===== config.mk =====
export PLATFORM = sky130hd
export DESIGN_NAME = muldiv_sequencer
export DESIGN_NICKNAME = d
export VERILOG_FILES = /design/src/rtl/muldiv_sequencer.sv
export SDC_FILE = /design/constraint.sdc
export NUM_CORES = 1
export LEC_CHECK = 0
export CORE_ASPECT_RATIO = 1.1
export CORE_MARGIN = 4
export CORE_UTILIZATION = 59
export CTS_CLUSTER_DIAMETER = 150
export DETAILED_ROUTE_END_ITERATION = 10
export PLACE_DENSITY = 0.88
export SLEW_MARGIN = 20
export SYNTH_ARGS = -nofsm -noshare
export SYNTH_HDL_FRONTEND = slang
export SYNTH_SLANG_ARGS = --single-unit
export TNS_END_PERCENT = 1

===== constraint.sdc =====
create_clock -name clk -period 4.1 [get_ports clk]
set_input_delay 0.82 -clock clk [delete_from_list [all_inputs] [get_ports clk]]
set_output_delay 0.82 -clock clk [all_outputs]
set_load 0.02 [all_outputs]

===== src/rtl/muldiv_sequencer.sv =====
// Iterative multiply/divide unit for the multicycle MIPS core.
// Serves MULT, MULTU, DIV and DIVU with a fixed WIDTH-step loop, then
// writes HI/LO. Signed ops run on magnitudes and are sign-fixed at the end.
module muldiv_sequencer #(
    parameter int WIDTH = 32
) (
    input  logic             clk,
    input  logic             reset,
    input  logic             start,
    input  logic [1:0]       op,
    input  logic [WIDTH-1:0] a_in,
    input  logic [WIDTH-1:0] b_in,
    output logic             busy,
    output logic             done,
    output logic             div_zero,
    output logic             hi_write,
    output logic             lo_write,
    output logic [WIDTH-1:0] hi_out,
    output logic [WIDTH-1:0] lo_out
);

    localparam int CW = $clog2(WIDTH + 1);

    typedef enum logic [2:0] {IDLE, RUN, FIX, DONE, DZ} state_t;

    state_t             state;
    logic [CW-1:0]      count;
    logic               is_div;
    logic               neg_q;      // negate product / quotient
    logic               neg_r;      // negate remainder (dividend was negative)
    logic [WIDTH-1:0]   b_mag;      // multiplicand or divisor magnitude
    // Multiply: full shift-add accumulator. Divide: low half shifts the
    // dividend out and the quotient bits in.
    logic [2*WIDTH-1:0] prod;
    logic [WIDTH:0]     rem;

    logic               op_signed;
    logic [WIDTH-1:0]   a_mag_in, b_mag_in;
    logic [WIDTH:0]     mul_sum, div_shift, div_diff;
    logic               div_ge;
    logic [2*WIDTH-1:0] prod_fix;
    logic [WIDTH-1:0]   quo_fix, rem_fix;

    // Operand magnitudes, one loop step, and the final sign correction
    always_comb begin
        op_signed = ~op[0];
        a_mag_in  = (op_signed && a_in[WIDTH-1]) ? -a_in : a_in;
        b_mag_in  = (op_signed && b_in[WIDTH-1]) ? -b_in : b_in;
        mul_sum   = {1'b0, prod[2*WIDTH-1:WIDTH]} + (prod[0] ? {1'b0, b_mag} : '0);
        div_shift = {rem[WIDTH-1:0], prod[WIDTH-1]};
        div_diff  = div_shift - {1'b0, b_mag};
        div_ge    = (div_shift >= {1'b0, b_mag});
        prod_fix  = neg_q ? -prod : prod;
        quo_fix   = neg_q ? -prod[WIDTH-1:0] : prod[WIDTH-1:0];
        rem_fix   = neg_r ? -rem[WIDTH-1:0] : rem[WIDTH-1:0];
    end

    // Sequencer FSM with datapath registers and registered outputs
    always_ff @(posedge clk or negedge reset) begin
        if (!reset) begin
            state    <= IDLE;
            count    <= '0;
            is_div   <= 1'b0;
            neg_q    <= 1'b0;
            neg_r    <= 1'b0;
            b_mag    <= '0;
            prod     <= '0;
            rem      <= '0;
            busy     <= 1'b0;
            done     <= 1'b0;
            div_zero <= 1'b0;
            hi_write <= 1'b0;
            lo_write <= 1'b0;
            hi_out   <= '0;
            lo_out   <= '0;
        end else begin
            done     <= 1'b0;
            div_zero <= 1'b0;
            hi_write <= 1'b0;
            lo_write <= 1'b0;
            case (state)
                IDLE: begin
                    if (start) begin
                        is_div <= op[1];
                        busy   <= 1'b1;
                        if (op[1] && (b_in == '0)) begin
                            // Divide by zero skips the loop entirely
                            state    <= DZ;
                            done     <= 1'b1;
                            div_zero <= 1'b1;
                        end else begin
                            state <= RUN;
                            count <= CW'(WIDTH);
                            b_mag <= b_mag_in;
                            prod  <= {{WIDTH{1'b0}}, a_mag_in};
                            rem   <= '0;
                            neg_q <= op_signed && (a_in[WIDTH-1] ^ b_in[WIDTH-1]);
                            neg_r <= op_signed && a_in[WIDTH-1];
                        end
                    end
                end
                RUN: begin
                    count <= count - CW'(1);
                    if (is_div) begin
                        rem              <= div_ge ? div_diff : div_shift;
                        prod[WIDTH-1:0]  <= {prod[WIDTH-2:0], div_ge};
                    end else begin
                        prod <= {mul_sum, prod[WIDTH-1:1]};
                    end
                    if (count == CW'(1)) state <= FIX;
                end
                FIX: begin
                    // Sign-corrected result lands in HI/LO on DONE entry
                    state    <= DONE;
                    done     <= 1'b1;
                    hi_write <= 1'b1;
                    lo_write <= 1'b1;
                    if (is_div) begin
                        hi_out <= rem_fix;
                        lo_out <= quo_fix;
                    end else begin
                        hi_out <= prod_fix[2*WIDTH-1:WIDTH];
                        lo_out <= prod_fix[WIDTH-1:0];
                    end
                end
                DONE, DZ: begin
                    state <= IDLE;
                    busy  <= 1'b0;
                end
                default: begin
                    state <= IDLE;
                    busy  <= 1'b0;
                end
            endcase
        end
    end

endmodule


## Word-level counts from Yosys, hierarchy flattened

Cells that the tools add are included.

| word-level totals | value |
|---|---|
| bits in registers | 208 |
| output and inout bits | 69 |
| word-level logic and storage cells | 83 |
| input bits | 69 |

| operators by class | value |
|---|---|
| add/subtract/negate cells | 8 |
| reduce and logical (&&, ||, !) cells | 15 |
| muxes and demuxes | 32 |
| bitwise logic cells | 4 |
| eq/ne operators | 8 |
| $lt $le $gt $ge | 1 |

Operators by type and width:

| cell | number |
|---|---|
| $mux W32 | 13 |
| $mux W64 | 3 |
| $neg A32 Y32 | 4 |
| $pmux W64 S2 | 1 |
| $neg A64 Y64 | 1 |
| $pmux W32 S2 | 1 |
| $add A32 B32 Y33 | 1 |
| $ge A33 B32 Y1 | 1 |
| $logic_not A32 Y1 | 1 |
| $sub A32 B32 Y32 | 1 |
| $mux W6 | 2 |
| $pmux W6 S2 | 1 |
| $ne A2 B2 Y1 const B | 5 |
| $mux W3 | 3 |
| $pmux W3 S3 | 1 |
| $reduce_and A4 Y1 | 2 |
| $eq A6 B1 Y1 const B | 1 |
| $reduce_and A2 Y1 | 3 |
| $reduce_and A3 Y1 | 2 |
| $sub A6 B1 Y6 const B | 1 |
| $mux W1 | 5 |
| $logic_and A1 B1 Y1 | 4 |
| $pmux W1 S2 | 2 |
| $eq A3 B1 Y1 const B | 1 |
| other kinds (6) | 8 |

## Depth between registers and ports, before layout

Gate-level depths: netlist (run 1).

| logic depth | value |
|---|---|
| word-level depth | 6 |
| gate-level depth with buffers | 14 |
| mapped depth without buffers | 13 |

## Worst setup path before layout (run 1)

No wires, ideal clock.

| timing | value |
|---|---|
| path type | in2reg |
| start | input port b_in[0] |
| end | register prod[24] |
| cell stages on the path | 13 |
| required time | 3.949 ns |
| path buffers | 2 |
| slack | 0.273 ns |
| arrival time | 3.676 ns |
| setup time | 0.151 ns |
| path through | inv_1 ha_1 or3b_2 nor4_1 nand4_1 or4_1 nor2_1 or2_2 clkbuf_1 clkbuf_1 a21oi_1 a211oi_1 a21oi_1 |

| on the way | value |
|---|---|
| longest elaborated chain between the ends | 4 |

Ends and longest elaborated chain:

| element | RTL line | RTL |
|---|---|---|
| start: declaration | 12 | `input logic [WIDTH-1:0] b_in,` |
| $logic_not A32 Y1 | 86 | `if (op[1] && (b_in == '0)) begin` |
| $logic_and A1 B1 Y1 | 86 |  |
| $ne A2 B2 Y1 (no source line) | n/a |  |
| $reduce_and A3 Y1 (no source line) | n/a |  |
| end signal: assignment | 95 | `prod <= {{WIDTH{1'b0}}, a_mag_in};` |
| end signal: indexed assignment | 106 | `prod[WIDTH-1:0] <= {prod[WIDTH-2:0], div_ge};` |
| end signal: assignment | 108 | `prod <= {mul_sum, prod[WIDTH-1:1]};` |
| end: declaration | 34 | `logic [2*WIDTH-1:0] prod;` |

No other way between the ends.
A chain may end at the register's enable or synchronous reset.

## Worst setup path after layout (run 1)

| timing | value |
|---|---|
| start | register prod[0] |
| end | register hi_out[28] |

| on the way | value |
|---|---|
| longest elaborated chain between the ends | 3 |

Ends and longest elaborated chain:

| element | RTL line | RTL |
|---|---|---|
| $neg A64 Y64 | 53 | `prod_fix = neg_q ? -prod : prod;` |
| $mux W64 | 53 |  |
| $mux W32 | 118 | `if (is_div) begin` |
| end signal: assignment | 119 | `hi_out <= rem_fix;` |
| end signal: assignment | 122 | `hi_out <= prod_fix[2*WIDTH-1:WIDTH];` |
| end: declaration | 18 | `output logic [WIDTH-1:0] hi_out,` |

No other way between the ends.

==> summary.txt, run 1 <==
Slew headroom -> 30.4%
Metal-1 WL -> 19000 µm
Clock transition at path regs -> 60 ps
Worst path slowest cell -> or4_1
Crit-path max cell delay -> 650 ps
Crit-path cells -> inv_1 > ha_1 > nand2b_1 > or4_1 > or3_1 > or4_1 > or2_4 > o31ai_2 > xnor2_1 > o21ai_1 > o21ai_1
Nets -> 2163
CTS tree -> yes
Sequential area share after synthesis -> 33.3%
Die Ht -> 179 µm
1st-iter DRT viols -> 1578
Area Growth Syn to Fin -> 16.0%
Port bufs -> 137
Asr flop ratio synth -> 100%
Detailed-route via count -> 15.3k
Post-synthesis xor/xnor area fraction -> 10.6%
Routed wl met2 -> 22100 µm
Non-filler instance count after layout -> 2390
Post CTS Setup Buffer Count -> 0
Worst-Margin Slew -> 1040 ps
Slew Viols, Final -> 0
Largest family of logic cells by synthesized area -> compound AO/OA/AOI/OAI gates
DR top layer -> met4
Sw Share -> 48.9%
R2R depth -> 11
Hold Path Class -> in2async
Max FO, Critical Path -> 13
CP arrival -> 4310 ps
Post-Syn Instances -> 1937
DIE WIDTH -> 163 µm
Pwr/cell area -> 852 nW/µm²
Compound-cell area share of the yosys netlist -> 23.1%
Top cells by area, synth -> dfrtp_1, o21ai_0, ha_1
Crit-path leading delay family -> simple AND/OR/NAND/NOR gates
Largest net degree at the start of global routing -> 107
Grt total ovfl -> 0
CP Capture Type -> register
First-pass GRT wire length -> 73500 µm
Ant diodes -> 0
Number of CTS-inserted buffers -> 23
Worst EP required -> 4480 ps
Initial core utilization -> 59.8%
Final Hold Viols -> 0
Post_cts resized -> 0
Seq cells post-synth -> 208
Power Internal -> 7.90 mW
Clock Sinks -> 208
Crit start category -> register
Initial antenna violation count -> 0
WP buf/inv -> 1
Top cell type's share of synthesized area -> 33.3%
DR vias/cell -> 6.39
Antenna viol nets, final -> 0
Met3 WL -> 4140 µm
Placed Cells -> 2349
Finished Cell Area -> 18100 µm²
Status -> completed
CTS H-tree lvls -> 1
Post-Syn Area -> 15600 µm²
Final Cycle Share -> 95.8%
Vias in the first global route -> 14.0k
Post-synth EDFFs -> 0
Hold Buf Count CTS -> 0
Setup skew after layout -> 10.7 ps
Post-route DRC -> 0
Post-Route Utilization -> 69.4%
Core box area -> 26100 µm²
Seq pwr share -> 26.7%
Final wirelength -> 46400 µm
RePlAce Congestion -> 0.972
Adder-cell area share of the yosys netlist -> 5.86%
Top FF cell, synth -> dfrtp_1
Clock share of power -> 13.4%
Final worst slack -> 172 ps
Share of layout cells above drive strength 1 -> 5.54%
Setup TNS -> 0 ps
Syn_area_per_cell -> 8.07 µm²
Capture point of the worst reg-to-reg path -> hi_out[28]
Iteration count of the initial detailed-routing pass -> 5
Clock root cell -> clkbuf_16
Net switching power -> 7.55 mW
Gate power share -> 59.9%
Gr usage total -> 30.9%
Final Critical Period -> 3930 ps
DP Area -> 17400 µm²
Skew-Pair Late Insertion Delay -> 520 ps
# IOs -> 138
Setup violators final -> 0
FF-to-FF setup slack -> 170 ps
Syn Nets -> 2078
Mux cell area share after synthesis -> 2.70%
Synth cell types -> 69
Area leader, netlist -> dfrtp_1
FMAX -> 0.255 GHz
Reg2reg start -> prod[0]
Synth warn -> 0
Leakage Power -> 7.63 nW
Max-cap viol count -> 0
CP Class -> reg2reg
Setup WS pre-CTS -> -101 ps
Wirelength per Cell -> 19.4 µm
Row cnt -> 62
RSZ-0062 raised after global routing -> yes
DP Wirelength -> 34800 µm
Die area -> 29200 µm²
Maximum vdd ir drop -> 0.353 mV
Post-Synth Simple-Gate Area -> 19.9%
Clock Path Buffers -> 3
==> power groups by stage <==
| stage | registers (mW) | clock network, mW | logic (mW) |
|---|---|---|---|
| global placement | 4.02 | 0 | 8.77 |
| CTS | 4.06 | 2.08 | 9.11 |
| floorplan | 3.91 | 0 | 6.31 |
| global route | 4.22 | 2.17 | 10.1 |
| finish | 4.12 | 2.07 | 9.26 |
| detailed placement | 4.08 | 0 | 9.03 |
==> metal layers <==
layer / up-vias / GRT usage (%)
li1: 7132 / -
met1: 7246 / 41.6
met2: 799 / 53.1
met3: 93 / 3.54
met4: 0 / 8.74
met5: - / 0
==> cells in the mapped netlist (all sizes together) (3+ instances only) <==
cell type / count
o211ai: 40
o31a: 3
nor4: 18
o41ai: 15
o31ai: 44
or4: 18
a221oi: 5
a22oi: 7
dfrtp: 208
a2111oi: 4
a21o: 25
xnor2: 97
o22ai: 8
a21oi: 128
and2: 10
nand2b: 24
clkbuf: 107
o221ai: 6
or2: 13
a31oi: 20
o21a: 7
xor2: 93
and3: 15
nand3b: 3
ha: 70
nor2b: 20
nand4: 7
nor2: 127
nand3: 75
o21ai: 253
nor3: 40
mux2i: 41
a22o: 3
or3b: 3
nor3b: 9
o21bai: 6
or3: 33
a211oi: 13
inv: 64
buf: 8
nand2: 222
nor4b: 3
a311oi: 3
==> state kept, by name, indices dropped and copies added (netlist names) <==
register	flops
neg_q	1
neg_r	1
state	3
count	6
div_zero	1
lo_out	32
prod	64
is_div	1
b_mag	32
rem	32
done	1
lo_write	1
busy	1
hi_out	32
==> logic make-up after synthesis <==
kind of cell             after synthesis
multiplexers                          42
AO/OA/AOI/OAI                        602
XOR/XNOR                             190
adder cells (fa/ha/maj)               72
AND/OR/NAND/NOR                      643
buffers and inverters                180
flip-flops                           208
==> cell usage in the layout (no fill, tap or decap), drive strengths merged, types with 44 or more instances in the layout <==
cell,netlist,layout
nor2,127,127
dfrtp,208,208
nand2,222,222
clkdlybuf4s50,0,136
o31ai,44,44
nand3,75,75
o21ai,253,253
ha,70,70
a21oi,128,128
inv,64,65
xor2,93,93
xnor2,97,97
==> through the flow <==
stage,power (mW),hold WS [ps]
finish,15.5,407
global route,16.5,477
CTS,15.3,447
detailed placement,13.1,469
global placement,12.8,461
floorplan,10.2,450
==> worst register-to-register path, delay by kind of cell (launching register included) <==
family	cells	cell delay, ps
fa+ha+maj	1	250
flops	1	490
compound gates	3	430
buf+inv	1	400
simple gates	5	2110
xor+xnor	1	90
==> layout make-up <==
type / count / area, µm²
well taps: 352 / 440
clock buffers: 33 / 683
clock inverters: 8 / 71.3
repair buffers: 175 / 1740
fillers: 2007 / 8000
flip-flops and latches: 208 / 5210
multi-input cells: 1549 / 9760
inverters: 65 / 244
==> worst max-delay path by stage <==
stage	startpoint	end	slack [ps]	cells past startpoint
floorplan	b_in[0]	prod[24]	270	13
global placement	b_in[1]	prod[35]	70	13
detailed placement	b_in[1]	prod[35]	-100	14
CTS	prod[0]	hi_out[26]	210	10
global route	prod[0]	hi_out[28]	-40	11
finish	prod[0]	hi_out[28]	170	11
No activity file was read; power rests on OpenSTA's default activity.
==> run 2, diff against run 1 <==
--- a/config.mk
+++ b/config.mk
@@ -10,6 +10,7 @@
 export CORE_UTILIZATION = 59
 export CTS_CLUSTER_DIAMETER = 150
 export DETAILED_ROUTE_END_ITERATION = 10
+export GPL_TIMING_DRIVEN = 0
 export PLACE_DENSITY = 0.88
 export SLEW_MARGIN = 20
 export SYNTH_ARGS = -nofsm -noshare
==> constraint.sdc (replaced) <==
create_clock -name clk -period 4.1 [get_ports clk]
set_input_delay 0.82 -clock clk [delete_from_list [all_inputs] [get_ports clk]]
set_output_delay 0.82 -clock clk [all_outputs]
set_load 0.005 [all_outputs]
==> run 2 against run 1 <==
Compared with the run above: the run now ends with setup timing left; non-clock buffer count rose by 81; global-route usage rose by 6.7 points; register-to-register slack got worse by 80 ps; highest routed layer unchanged.
==> summary.txt, run 2 (synthesis gave the netlist of run 1 again) <==
Antenna viol nets, final -> 0 (unchanged)
CP Class -> in2reg
Placed Cells -> 2428 (+3.4%)
Crit start category -> input pin
Clock root cell -> clkbuf_16
Slew Viols, Final -> 0 (unchanged)
Iteration count of the initial detailed-routing pass -> 8 (+3)
Row cnt -> 62 (unchanged)
Final Hold Viols -> 0 (unchanged)
Largest net degree at the start of global routing -> 95 (-11%)
Wirelength per Cell -> 22.6 µm (+16%)
Vias in the first global route -> 15.4k (+9.9%)
Final Critical Period -> 4170 ps (+246 ps)
Maximum vdd ir drop -> 0.467 mV (+32%)
Worst EP required -> 4550 ps (+70 ps)
Max-cap viol count -> 0 (unchanged)
Leakage Power -> 7.65 nW (+0.30%)
Setup violators final -> 11 (+11)
Fill cell count -> 2071 (+3.2%)
DR vias/cell -> 6.51 (+1.8%)
Worst-Margin Slew -> 887 ps (-157 ps)
Final Cycle Share -> 102% (+6.0 points)
Ant diodes -> 0 (unchanged)
CTS H-tree lvls -> 1 (unchanged)
Skew-Pair Late Insertion Delay -> 540 ps (+20 ps)
Area Growth Syn to Fin -> 17.6%
Status -> complete, but fails checks
Max reg flops -> 64 (unchanged)
Initial core utilization -> 59.8% (unchanged)
Post-route DRC -> 0 (unchanged)
Slew headroom -> 40.9% (+10 points)
Detailed-route via count -> 16.1k (+5.4%)
DIE WIDTH -> 163 µm (unchanged)
RePlAce Congestion -> 1.02 (+4.9%)
DP Wirelength -> 43000 µm (+24%)
CP Capture Type -> register
Clock Sinks -> 208 (unchanged)
Overall Power -> 15.8 mW (+2.2%)
Failing checks -> setup timing
Initial antenna violation count -> 1 (+1)
Hold Buf Count CTS -> 0 (unchanged)
Grt total ovfl -> 0 (unchanged)
CTS tree -> yes
Die Ht -> 179 µm (unchanged)
1st-iter DRT viols -> 1726 (+9.4%)
Setup TNS -> -329 ps (-329 ps)
Hold Path Class -> in2async
Share of layout cells above drive strength 1 -> 4.76% (-0.78 points)
Post-Route Utilization -> 70.3% (+0.96 points)
Core box area -> 26100 µm² (unchanged)
Pwr/cell area -> 859 nW/µm² (+0.84%)
Clock Path Buffers -> 3 (unchanged)
Number of CTS-inserted buffers -> 24 (+4.3%)
Die area -> 29200 µm² (unchanged)
Port bufs -> 137 (unchanged)
Setup skew after layout -> 18.5 ps (+7.80 ps)
Gr usage total -> 37.6% (+6.7 points)
Non-filler instance count after layout -> 2473 (+3.5%)
CP arrival -> 4630 ps (+320 ps)
FMAX -> 0.240 GHz (-5.9%)
Most common cell after layout, fill and taps aside -> o21ai_0
Most flop-heavy register -> prod
FF-to-FF setup slack -> 90 ps (-80 ps)
Final worst slack -> -74.8 ps (-246 ps)
Most frequent cells in the layout -> o21ai_0, nand2_1, dfrtp_1, clkdlybuf4s50_1, a21oi_1
First-pass GRT wire length -> 86300 µm (+17%)
Final wirelength -> 55800 µm (+20%)
RSZ-0062 raised after global routing -> yes
Nets -> 2245 (+3.8%)
Max FO, Critical Path -> 10 (-3)
# IOs -> 138 (unchanged)
Clock transition at path regs -> 60 ps (about the same)
-- run 2: critical path, stage by stage --
cell and delay, ps:
clkdlybuf4s50_1 440, inv_1 150, ha_1 200, or3b_2 520, nor4_4 230, buf_4 190
nand4_1 160, or4_4 510, nor2_4 190, or2_2 140, clkbuf_1 230, clkbuf_1 560
nand3_1 170, o21ai_0 110
-- run 2: routing by layer --
metal	vias up	wire [µm]	GRT usage [%]
li1	7288	-	-
met1	7563	21100	48.3
met2	999	25100	60.6
met3	238	5840	6.62
met4	0	3710	20.8
met5	-	0	0
-- run 2: through the flow --
stage               area (µm²)  hold slack (ps)  setup slack [ps]
floorplan                15600              450               273
global placement         17400              461             -6350
detailed placement       17500              470             -1430
CTS                      18300              128             -6.32
global route             18400              134              -129
finish                   18400              126             -74.8
-- run 2: final cells by class --
class                      count  area, µm²  share of cell area, %
clock buffer                  35        692                   3.76
tap                          352        440                   2.39
buffer                       115        478                   2.60
clock inverter                 8       80.1                  0.435
timing repair buffer         141       1450                   7.87
sequential                   208       5210                   28.3
inverter                      65        248                   1.35
multi-input combinational   1549       9800                   53.3
-- run 2: where the power goes --
group          internal (mW)  total [mW]  switching, mW
Clock                   1.23        2.14          0.904
Combinational           3.71        9.67           5.97
Sequential              2.93        3.99           1.05
Total                   7.87        15.8           7.92
-- run 2: final timing paths --
kind	start	to	depth (start not counted)
worst max register to register	prod[0]	hi_out[28]	14
worst min register to register	hi_out[27]	hi_out[27]	2
min in group clk	hi_out[27]	hi_out[27]	2
worst max-delay path	b_in[0]	prod[50]	14
max in group asynchronous	reset	rem[22]	3
worst min-delay path	reset	prod[17]	1
-- run 2: repair_timing --
item | in CTS | in global routing
endpoints found under the hold margin | 0 | 0
cloned | 0 | 0
pin swaps | 0 | 1
gates resized for setup | 17 | 19
buffers inserted | 0 | 2
setup endpoints to repair | 146 | 130
==> run 3, diff against run 2 <==
--- a/config.mk
+++ b/config.mk
@@ -9,9 +9,10 @@
 export CORE_MARGIN = 4
 export CORE_UTILIZATION = 59
 export CTS_CLUSTER_DIAMETER = 150
+export CTS_CLUSTER_SIZE = 30
 export DETAILED_ROUTE_END_ITERATION = 10
 export GPL_TIMING_DRIVEN = 0
-export PLACE_DENSITY = 0.88
+export PLACE_DENSITY_LB_ADDON = 0.1
 export SLEW_MARGIN = 20
 export SYNTH_ARGS = -nofsm -noshare
 export SYNTH_HDL_FRONTEND = slang
==> run 3 against run 2 <==
Compared with the run above: the flow still finishes with violations (setup timing); via count decreased by 3.3%; die area unchanged; flip-flop and latch count is the same; worst hold slack gained 71 ps; sequential share of layout area rose by 0.74 points; highest routed layer unchanged.
==> summary.txt, run 3 (synthesis gave the netlist of run 1 again) <==
Setup WS pre-CTS -> -1480 ps (-50.8 ps)
Number of CTS-inserted buffers -> 10 (-58%)
Detailed-route via count -> 15.6k (-3.3%)
Area Growth Syn to Fin -> 14.6%
Worst-Margin Slew -> 1080 ps (+190 ps)
Final Cycle Share -> 101% (-0.47 points)
Clock root cell -> clkbuf_16
Slew headroom -> 27.5% (-13 points)
Clock share of power -> 8.1% (-5.4 points)
Final Hold Viols -> 0 (unchanged)
Largest net degree at the start of global routing -> 95 (unchanged)
FMAX -> 0.241 GHz (+0.46%)
RePlAce Congestion -> 1.03 (+0.88%)
Most flop-heavy register -> prod
Port bufs -> 137 (unchanged)
Sw Share -> 51.4% (+1.3 points)
End of the critical path -> hi_out[28]
Gr usage total -> 36.7% (-0.98 points)
Hold Path Class -> in2async
Clock Sinks -> 208 (unchanged)
DR top layer -> met4
Routed wl met2 -> 25100 µm (-0.35%)
Max FO, Critical Path -> 10 (unchanged)
Ant diodes -> 0 (unchanged)
Crit-path max cell delay -> 530 ps (-30 ps)
Setup TNS -> -66.3 ps (+263 ps)
Setup violators final -> 2 (-9)
Finished Cell Area -> 17900 µm² (-2.5%)
CP arrival -> 4570 ps (-60 ps)
DR vias/cell -> 6.37 (-2.1%)
Vias in the first global route -> 15.2k (-1.5%)
Post-Route Utilization -> 68.6% (-1.8 points)
Wirelength per Cell -> 22.2 µm (-1.6%)
DP Wirelength -> 42700 µm (-0.85%)
Reg2reg start -> prod[0]
Gate power share -> 65.1% (+3.9 points)
Most frequent cells in the layout -> o21ai_0, nand2_1, dfrtp_1, clkdlybuf4s50_1, a21oi_1
Final Critical Period -> 4160 ps (-19.1 ps)
Hold WS -> 197 ps (+71.3 ps)
Worst EP required -> 4520 ps (-30 ps)
CP Capture Type -> register
Status -> complete, but fails checks
CTS tree -> yes
Iteration count of the initial detailed-routing pass -> 8 (unchanged)
RSZ-0062 raised after global routing -> yes
Die area -> 29200 µm² (unchanged)
Crit start category -> register
Pwr/cell area -> 820 nW/µm² (-4.5%)
Most common cell after layout, fill and taps aside -> o21ai_0
Net switching power -> 7.56 mW (-4.6%)
# IOs -> 138 (unchanged)
Met3 WL -> 4460 µm (-24%)
Leakage Power -> 7.42 nW (-3.0%)
Max reg flops -> 64 (unchanged)
Slew Viols, Final -> 0 (unchanged)
Antenna viol nets, final -> 0 (unchanged)
FF-to-FF setup slack -> -60 ps (-150 ps)
R2R depth -> 14 (unchanged)
CP Class -> reg2reg
Clock Path Buffers -> 3 (unchanged)
DP Area -> 17500 µm² (unchanged)
Grt total ovfl -> 0 (unchanged)
Seq pwr share -> 26.7% (+1.5 points)
Capture point of the worst reg-to-reg path -> hi_out[28]
Maximum vdd ir drop -> 0.653 mV (+40%)
Nets -> 2231 (-0.62%)
Final wirelength -> 54200 µm (-2.9%)
Failing checks -> setup timing
Setup skew after layout -> 23.8 ps (+5.26 ps)
CP startpoint -> prod[0]
Row cnt -> 62 (unchanged)
Worst path slowest cell -> dfrtp_2
Power Internal -> 7.14 mW (-9.3%)
Hold Buf Count CTS -> 0 (unchanged)
Final worst slack -> -55.7 ps (+19.1 ps)
Metal-1 WL -> 20100 µm (-4.6%)
CTS H-tree lvls -> 1 (unchanged)
Initial antenna violation count -> 0 (-1)
Share of layout cells above drive strength 1 -> 3.68% (-1.1 points)
DIE WIDTH -> 163 µm (unchanged)
1st-iter DRT viols -> 1686 (-2.3%)
First-pass GRT wire length -> 83400 µm (-3.4%)
Initial core utilization -> 59.8% (unchanged)
Die Ht -> 179 µm (unchanged)
Skew-Pair Late Insertion Delay -> 500 ps (-40 ps)
Core box area -> 26100 µm² (unchanged)
Max-cap viol count -> 0 (unchanged)
Clock transition at path regs -> 120 ps (+60 ps)
Crit-path cells -> inv_2 > clkbuf_8 > ha_1 > nand2b_1 > or4_1 > or3_1 > clkbuf_1 > or4_1 > buf_2 > or2_4 > o31ai_2 > xnor2_1 > o21ai_1 > o21ai_1
Post-route DRC -> 0 (unchanged)
==> run 3: cell types whose count changed in the layout (fill, tap and decap cells not counted), sizes merged <==
cell	delta
clkbuf	-20
clkinv	-7
buf	-3
bufinv	-1
clkinvlp	-1
inv	+1
==> run 3: through the flow <==
| stage | total power [mW] | std cells |
|---|---|---|
| global route | 15.8 | 2442 |
| CTS | 14.4 | 2440 |
| finish | 14.7 | 2442 |
| detailed placement | 13.2 | 2428 |
| floorplan | 9.90 | 1937 |
| global placement | 13.0 | 2426 |
==> run 3: final cells by class <==
class                           instances  area [µm²]
Sequential cell                       208        5210
Inverter                               65         244
Timing Repair Buffer                  141        1450
Clock buffer                           12         289
Buffer                                115         494
Tap cell                              352         440
Fill cell                            2274        8220
Multi-Input combinational cell       1549        9800
==> run 3: metal layers <==
| metal | up-vias | track usage (%) |
|---|---|---|
| met5 | - | 0 |
| met4 | 0 | 26.0 |
| met3 | 201 | 5.27 |
| met2 | 807 | 60.8 |
| met1 | 7314 | 43.8 |
| li1 | 7236 | - |
==> run 3: power groups by stage <==
stage,Clock [mW],Combinational (mW),Sequential (mW)
floorplan,0,6.31,3.59
global placement,0,9.14,3.87
detailed placement,0,9.32,3.90
CTS,1.18,9.38,3.86
global route,1.26,10.5,4.00
finish,1.20,9.58,3.93
==> run 3: what timing repair did <==
item                                    CTS  global route
gates cloned                              0             0
setup buffers                             0             2
endpoints found under the setup margin  154           122
resized for setup                        19            21
pin swaps                                 0             2
==> run 3: worst max-delay path, delay by kind of cell, from the launching register on <==
family	cells	cell delay, ps
AO/OA/AOI/OAI	3	460
XOR/XNOR	1	260
adder cells (fa/ha/maj)	1	190
buffers and inverters	4	900
flip-flops	1	530
AND/OR/NAND/NOR	5	1720
==> run 3: worst min-delay path by stage <==
stage,startpoint,end,slack (ps),depth (start not counted)
5_1_grt,reset,prod[15],220,1
2_1_floorplan,b_mag[27],b_mag[27],450,2
4_1_cts,reset,lo_out[12],210,1
6_report,reset,lo_out[20],200,1
3_3_place_gp,lo_out[18],lo_out[18],460,2
3_5_place_dp,lo_out[8],lo_out[8],470,2
